`src/rtl/muldiv_pkg.sv`:
```
// Shared definitions for the iterative RV32M multiply/divide unit.
//   N            : operand/result width
//   F3_*         : funct3 operation codes, F7_MULDIV : funct7 of M-extension ops
//   md_state_e   : FSM state encoding
//   md_prep_t    : bundle produced by the operand preparation logic
package muldiv_pkg;

  localparam int N     = 32;
  localparam int CNT_W = $clog2(N);
  localparam logic [CNT_W-1:0] CNT_INIT = CNT_W'(N - 1);

  localparam logic [6:0] F7_MULDIV = 7'b0000001;

  localparam logic [2:0] F3_MUL    = 3'b000;
  localparam logic [2:0] F3_MULH   = 3'b001;
  localparam logic [2:0] F3_MULHSU = 3'b010;
  localparam logic [2:0] F3_MULHU  = 3'b011;
  localparam logic [2:0] F3_DIV    = 3'b100;
  localparam logic [2:0] F3_DIVU   = 3'b101;
  localparam logic [2:0] F3_REM    = 3'b110;
  localparam logic [2:0] F3_REMU   = 3'b111;

  typedef enum logic [1:0] {
    MD_IDLE = 2'b00,
    MD_MUL  = 2'b01,
    MD_DIV  = 2'b10,
    MD_DONE = 2'b11
  } md_state_e;

  typedef struct packed {
    logic [N-1:0] a_mag;          // |rs1| (or rs1 when treated unsigned)
    logic [N-1:0] b_mag;          // |rs2| (or rs2 when treated unsigned)
    logic         neg_prod;       // negate the 2N-bit product at the end
    logic         neg_quo;        // negate the quotient at the end
    logic         neg_rem;        // negate the remainder at the end
    logic         special;        // divide-by-zero or signed overflow
    logic [N-1:0] special_result; // result to preload for a special case
  } md_prep_t;

  // Two's complement negation when n is set.
  function automatic logic [N-1:0] neg_if(input logic [N-1:0] v, input logic n);
    return n ? (~v + 1'b1) : v;
  endfunction

endpackage

```
`src/rtl/muldiv_operand_prep.sv`:
```
// Combinational operand preparation for muldiv_unit.
//   funct3  : operation select
//   rs1_val : multiplicand / dividend
//   rs2_val : multiplier / divisor
//   prep    : magnitudes, end-of-operation sign fix flags, special-case result
module muldiv_operand_prep
  import muldiv_pkg::*;
(
  input  logic [2:0]   funct3,
  input  logic [N-1:0] rs1_val,
  input  logic [N-1:0] rs2_val,
  output md_prep_t     prep
);

  logic signed_a, signed_b, a_neg, b_neg, div_zero, div_ovf;

  always_comb begin
    // Only MULHU/DIVU/REMU treat rs1 as unsigned; MULHSU additionally keeps rs2 unsigned.
    signed_a = (funct3 != F3_MULHU) && (funct3 != F3_DIVU) && (funct3 != F3_REMU);
    signed_b = signed_a && (funct3 != F3_MULHSU);
    a_neg    = signed_a & rs1_val[N-1];
    b_neg    = signed_b & rs2_val[N-1];

    div_zero = (rs2_val == '0);
    div_ovf  = signed_b && (rs1_val == {1'b1, {(N-1){1'b0}}}) && (rs2_val == '1);

    prep          = '0;
    prep.a_mag    = neg_if(rs1_val, a_neg);
    prep.b_mag    = neg_if(rs2_val, b_neg);
    prep.neg_prod = a_neg ^ b_neg;
    prep.neg_quo  = a_neg ^ b_neg;
    prep.neg_rem  = a_neg;
    prep.special  = funct3[2] & (div_zero | div_ovf);

    // funct3[1] separates REM/REMU from DIV/DIVU. On overflow rs1 is already 0x80000000.
    if (funct3[1]) begin
      prep.special_result = div_zero ? rs1_val : '0;
    end else begin
      prep.special_result = div_zero ? '1 : rs1_val;
    end
  end

endmodule

```
`src/rtl/muldiv_unit.sv`:
```
// Iterative RV32M multiply/divide unit (shift-add multiply, restoring divide).
//   clk, rst_n : clock, asynchronous active-low reset
//   start      : request a new operation (accepted in IDLE/DONE when flush=0)
//   funct3     : operation select
//   rs1_val    : multiplicand / dividend
//   rs2_val    : multiplier / divisor
//   flush      : abort current operation, suppress done
//   busy       : iteration in progress (stall request)
//   done       : one-cycle pulse, result valid
//   result     : registered result, held until the next completion
module muldiv_unit
  import muldiv_pkg::*;
(
  input  logic         clk,
  input  logic         rst_n,
  input  logic         start,
  input  logic [2:0]   funct3,
  input  logic [N-1:0] rs1_val,
  input  logic [N-1:0] rs2_val,
  input  logic         flush,
  output logic         busy,
  output logic         done,
  output logic [N-1:0] result
);

  md_prep_t prep;

  muldiv_operand_prep u_prep (
    .funct3  (funct3),
    .rs1_val (rs1_val),
    .rs2_val (rs2_val),
    .prep    (prep)
  );

  md_state_e        state_q, state_d;
  logic [CNT_W-1:0] cnt_q, cnt_d;
  logic [2:0]       f3_q, f3_d;
  logic             neg_prod_q, neg_prod_d;
  logic             neg_quo_q, neg_quo_d;
  logic             neg_rem_q, neg_rem_d;
  logic [N-1:0]     opb_q, opb_d;      // multiplicand (MUL) or divisor (DIV)
  logic [2*N-1:0]   acc_q, acc_d;      // product accumulator; low half doubles as dividend/quotient
  logic [N:0]       rem_q, rem_d;      // partial remainder
  logic [N-1:0]     result_q, result_d;
  logic             busy_q, done_q;

  logic             accept;
  logic [N:0]       mul_sum;
  logic [2*N-1:0]   mul_acc, product;
  logic [N:0]       rem_shift, rem_diff, div_rem;
  logic [N-1:0]     div_quo;

  always_comb begin
    accept = start & ~flush & ((state_q == MD_IDLE) | (state_q == MD_DONE));

    // Multiply step: conditional add into the high half (with carry), then shift right.
    mul_sum = {1'b0, acc_q[2*N-1:N]} + (acc_q[0] ? {1'b0, opb_q} : '0);
    mul_acc = {mul_sum, acc_q[N-1:1]};
    product = neg_prod_q ? (~mul_acc + 1'b1) : mul_acc;

    // Divide step: the dividend MSB shifts into the remainder while the
    // quotient bit shifts into the vacated LSB of the same register.
    rem_shift = {rem_q[N-1:0], acc_q[N-1]};
    rem_diff  = rem_shift - {1'b0, opb_q};
    div_rem   = rem_diff[N] ? rem_shift : rem_diff;
    div_quo   = {acc_q[N-2:0], ~rem_diff[N]};

    state_d    = state_q;
    cnt_d      = cnt_q;
    f3_d       = f3_q;
    neg_prod_d = neg_prod_q;
    neg_quo_d  = neg_quo_q;
    neg_rem_d  = neg_rem_q;
    opb_d      = opb_q;
    acc_d      = acc_q;
    rem_d      = rem_q;
    result_d   = result_q;

    case (state_q)
      MD_MUL: begin
        acc_d = mul_acc;
        if (cnt_q == '0) begin
          state_d  = MD_DONE;
          result_d = (f3_q == F3_MUL) ? product[N-1:0] : product[2*N-1:N];
        end else begin
          cnt_d = cnt_q - 1'b1;
        end
      end
      MD_DIV: begin
        acc_d = {acc_q[2*N-1:N], div_quo};
        rem_d = div_rem;
        if (cnt_q == '0) begin
          state_d  = MD_DONE;
          result_d = f3_q[1] ? neg_if(div_rem[N-1:0], neg_rem_q)
                             : neg_if(div_quo, neg_quo_q);
        end else begin
          cnt_d = cnt_q - 1'b1;
        end
      end
      MD_DONE: state_d = MD_IDLE;
      default: state_d = MD_IDLE;
    endcase

    if (accept) begin
      f3_d       = funct3;
      neg_prod_d = prep.neg_prod;
      neg_quo_d  = prep.neg_quo;
      neg_rem_d  = prep.neg_rem;
      opb_d      = funct3[2] ? prep.b_mag : prep.a_mag;
      acc_d      = {{N{1'b0}}, (funct3[2] ? prep.a_mag : prep.b_mag)};
      rem_d      = '0;
      cnt_d      = CNT_INIT;
      if (prep.special) begin
        state_d  = MD_DONE;
        result_d = prep.special_result;
      end else begin
        state_d  = funct3[2] ? MD_DIV : MD_MUL;
      end
    end

    // Abort: back to IDLE, and a completion landing this cycle is discarded.
    if (flush) begin
      state_d  = MD_IDLE;
      result_d = result_q;
    end
  end

  always_ff @(posedge clk or negedge rst_n) begin
    if (!rst_n) begin
      state_q    <= MD_IDLE;
      cnt_q      <= '0;
      f3_q       <= '0;
      neg_prod_q <= 1'b0;
      neg_quo_q  <= 1'b0;
      neg_rem_q  <= 1'b0;
      opb_q      <= '0;
      acc_q      <= '0;
      rem_q      <= '0;
      result_q   <= '0;
      busy_q     <= 1'b0;
      done_q     <= 1'b0;
    end else begin
      state_q    <= state_d;
      cnt_q      <= cnt_d;
      f3_q       <= f3_d;
      neg_prod_q <= neg_prod_d;
      neg_quo_q  <= neg_quo_d;
      neg_rem_q  <= neg_rem_d;
      opb_q      <= opb_d;
      acc_q      <= acc_d;
      rem_q      <= rem_d;
      result_q   <= result_d;
      busy_q     <= (state_d == MD_MUL) || (state_d == MD_DIV);
      done_q     <= (state_d == MD_DONE);
    end
  end

  assign busy   = busy_q;
  assign done   = done_q;
  assign result = result_q;

endmodule

```
`config.mk`:
```
export PLATFORM = sky130hd
export DESIGN_NAME = muldiv_unit
export DESIGN_NICKNAME = d
export VERILOG_FILES = /design/src/rtl/muldiv_pkg.sv /design/src/rtl/muldiv_operand_prep.sv /design/src/rtl/muldiv_unit.sv
export SDC_FILE = /design/constraint.sdc
export NUM_CORES = 1
export LEC_CHECK = 0
export BUFFER_PORTS_ARGS = -buffer_cell sky130_fd_sc_hd__buf_2
export CAP_MARGIN = 5
export CORE_MARGIN = 5
export CORE_UTILIZATION = 50
export DETAILED_ROUTE_END_ITERATION = 6
export HOLD_SLACK_MARGIN = 0.08
export PLACE_DENSITY = 0.64
export SETUP_SLACK_MARGIN = 0.3
export SYNTH_ARGS = -nofsm -noshare
export SYNTH_HDL_FRONTEND = slang
export SYNTH_SLANG_ARGS = --single-unit
```
`constraint.sdc`:
```
create_clock -name clk -period 14.7 [get_ports clk]
set_clock_uncertainty 0.2 [all_clocks]
set_input_delay 2.94 -clock clk [delete_from_list [all_inputs] [get_ports clk]]
set_output_delay 2.94 -clock clk [all_outputs]
set_load 0.01 [all_outputs]
```
==> metrics.yaml <==
clock_tree:
  clockBufferDepth: 2
  path_clk_slew_ns: 0.08
  cts_buffers: 17
  postCtsSetupBuffers: 0
  insertion_delay_ns: 0.48
  cts_tree: "built"
  cts_root_buf: "clkbuf_16"
  cts_sinks: 174
  cts_hold_buffers: 0
  cts_resized: 0
  cts-htree-levels: 4
power_and_ir_drop:
  leakagePower_uw: 0.00811
  ir_worst_vdd_v: 0.000190
  power.density_mw_per_mm2: 273
global_routing:
  track_usage: 0.368
  grt_overflow: 0
  grt_pass1_wl_um: 115000
  antenna_found_initial: 4
  grt_pass1_vias: 18200
  grt_max_degree: 95
sta:
  finalCritPeriodShare: 0.498
  rsz0062_at_grt: "false"
  fmax_ghz: 0.137
  drv_slew: 0
  slew_headroom: 0.0926
  tns_ns: 0
  tightest_slew_ns: 1.36
  whs_ns: 0.289
  finalHoldViolCount: 0
  setup_violations: 0
  period_needed_ns: 7.33
routing:
  dr.pass1.iters: 6
  dr.max_layer_used: "met5"
  wl_met2_um: 32900
  wl_per_cell_um: 26.5
  final_antenna_net_count: 0
  vias: 19300
  wl_met3_um: 6950
  vias_per_cell: 6.62
  drc: 0
  routed_wl_um: 77000
  wl_met1_um: 31500
  drtIter0Drc: 2023
yosys:
  syn_nets: 2607
  synth_top_area_cell: "dfrtp_1"
  synthCells: 2459
  yosysSeqAreaShare: 0.238
  avgSynthCellArea_um2: 7.45
  ys_seq_elements: 174
  yosys_warnings: 0
  syn_area_mm2: 0.0183
  synth_top_cells_by_area: "dfrtp_1, o21ai_0, nand2_1"
  ys_async_sr_fraction: 1.00
  synth_ff_type: "dfrtp_1"
  ys_types: 105
  synth_enable_flop_cells: 0
  synth_top_area_frac: 0.238
floorplanning:
  initial_core_util: 0.503
  die_x_um: 201
  die_h_um: 201
  io_pins: 105
  core_mm2: 0.0364
  die_area_mm2: 0.0406
  fp-row-count: 70
flow_run:
  maxCapViolations: 0
status:
  outcome: "completed"
worst_setup_path:
  worst_setup_path_start_kind: "input port"
  crit_family: "simple AND/OR/NAND/NOR gates"
  arrival_ns: 7.48
  crit_buf_inv: 2
  path_class: "input port to register"
  cp_cell_sequence: "buf_2 -> inv_1 -> ha_1 -> or3b_2 -> nand4b_1 -> nor4_1 -> o21bai_1 -> and3_1 -> nand2_1 -> a21oi_1 -> o21ai_0 -> a221oi_1 -> a21oi_1"
  critical_path_required_ns: 14.85
  slowest_delay_ns: 0.87
  rr_startpoint: "acc_q[31]"
  r2r_end: "result[20]"
  reg2reg_depth: 21
  slowest_stage: "nor4_1"
  r2r_slack_ns: 7.65
  end_kind: "register"
  cp_common_cell: "a21oi_1"
  worstPathMaxFanout: 17
placed_design:
  port_buffers: 104
  place_area_mm2: 0.0189
  dp_hpwl_um: 60200
  place_congestion: 1.05
min_path:
  hp-class: "register to register"
  min_to: "opb_q[7]"
  min_from: "opb_q[7]"
  holdPathStages: 2
final_layout:
  layout-drive-gt1-share: 0.0963
  nFillCells: 3596
  final_area_mm2: 0.0195
  nets: 2576
  area_delta_synth_final_pct: 6.39
cells by family after synthesis:
| kind of cell | Yosys count | share of synthesized area |
|---|---|---|
| AOI/OAI and AO/OA | 830 | 0.296 |
| xor gates and xnor gates | 207 | 0.0989 |
| and+or+nand+nor | 851 | 0.220 |
| muxes | 66 | 0.0363 |
| DFF | 174 | 0.238 |
| adders and majority gates | 77 | 0.0534 |
| buffers and inverters | 254 | 0.0579 |
worst max path at each step:
stage,start,endpoint,cells past startpoint
floorplan,rs2_val[1],result[30],12
global placement,rs2_val[1],result[25],14
detailed placement,rs2_val[1],result[25],14
CTS,rs2_val[1],result[25],14
global route,rs2_val[1],result[18],14
finish,rs2_val[0],result[10],13
registers in the layout (all words and copies together) (netlist names):
name	count
acc_q	64
busy	1
cnt_q	5
done	1
f3_q	3
neg_quo_q	1
neg_rem_q	1
opb_q	32
rem_q	32
result	32
state_q	2
cell type report:
cell class / instances / area, µm² / area share
Tap cell: 468 / 586 / 0.0300
Sequential cell: 174 / 4360 / 0.223
Antenna cell: 1 / 2.50 / 0.000128
Clock inverter: 14 / 158 / 0.00809
Timing Repair Buffer: 127 / 702 / 0.0360
Clock buffer: 18 / 439 / 0.0225
Multi-Input combinational cell: 2031 / 13000 / 0.665
Inverter: 77 / 289 / 0.0148
metrics by stage:
step / utilization / setup slack, ns / cells / total power [µW]
2_1_floorplan: - / 8.54 / 2459 / 3580
3_3_place_gp: 0.519 / 7.04 / 2877 / 4680
3_5_place_dp: 0.519 / 6.91 / 2877 / 4720
4_1_cts: 0.535 / 7.42 / 2909 / 5220
5_1_grt: 0.535 / 7.10 / 2910 / 5650
6_report: 0.535 / 7.37 / 2910 / 5320
report_power, final:
| part | leakage, µW | switching [µW] | internal, µW |
|---|---|---|---|
| sequential | 0.00224 | 277 | 647 |
| combinational | 0.00557 | 2590 | 1330 |
| clock | 0.000293 | 249 | 234 |
cells in the mapped netlist (6+ instances only):
master      n
o21ai_0   220
buf_1       9
or3_1      35
a22o_1     22
and3_1     15
and2_1     13
a31o_2      8
o41ai_1    17
o21a_1     15
or4_1      14
nor4_1     22
or2_2      10
nand4_1    24
a221oi_1   14
a21o_1     31
o31a_1      7
nand2b_1   21
buf_2      12
o211ai_1   71
a311oi_1    9
o21bai_1   11
ha_1       75
dfrtp_1   174
mux2i_1    62
clkbuf_1  143
a211oi_1   47
nor3_1     70
inv_1      74
a31oi_1    18
nand3_1    42
xnor2_1   114
nor3b_1     8
nor2_1    239
a21oi_1   211
xor2_1     93
o31ai_1    41
nand2_1   287
clkbuf_8    6
cells in the final DEF, fill, tap and decap left out, types with 17 or more instances in the layout:
| master | count |
|---|---|
| buf_4 | 24 |
| a31oi_1 | 18 |
| o211ai_1 | 71 |
| or3_1 | 35 |
| xnor2_1 | 114 |
| ha_1 | 73 |
| o41ai_1 | 17 |
| nor3_1 | 68 |
| nand2_1 | 287 |
| dfrtp_1 | 173 |
| nor4_1 | 22 |
| a211oi_1 | 47 |
| inv_1 | 74 |
| a21oi_1 | 211 |
| o31ai_1 | 41 |
| a21o_1 | 31 |
| buf_2 | 102 |
| xor2_1 | 93 |
| nand2b_1 | 21 |
| o21ai_0 | 220 |
| nor2_1 | 238 |
| mux2i_1 | 62 |
| nand4_1 | 24 |
| clkbuf_16 | 17 |
| a22o_1 | 22 |
| nand3_1 | 41 |
tightest hold or removal path: stages, from the launching register on:
cell     delay (ns)
dfrtp_1        0.35
nand2_1        0.04
o21ai_0        0.06
metal layers:
layer	up-vias	track usage
met5	-	0
met4	4	0.227
met3	205	0.0659
met2	930	0.559
met1	9206	0.488
li1	8923	-
No activity file was read; power rests on OpenSTA's default activity.
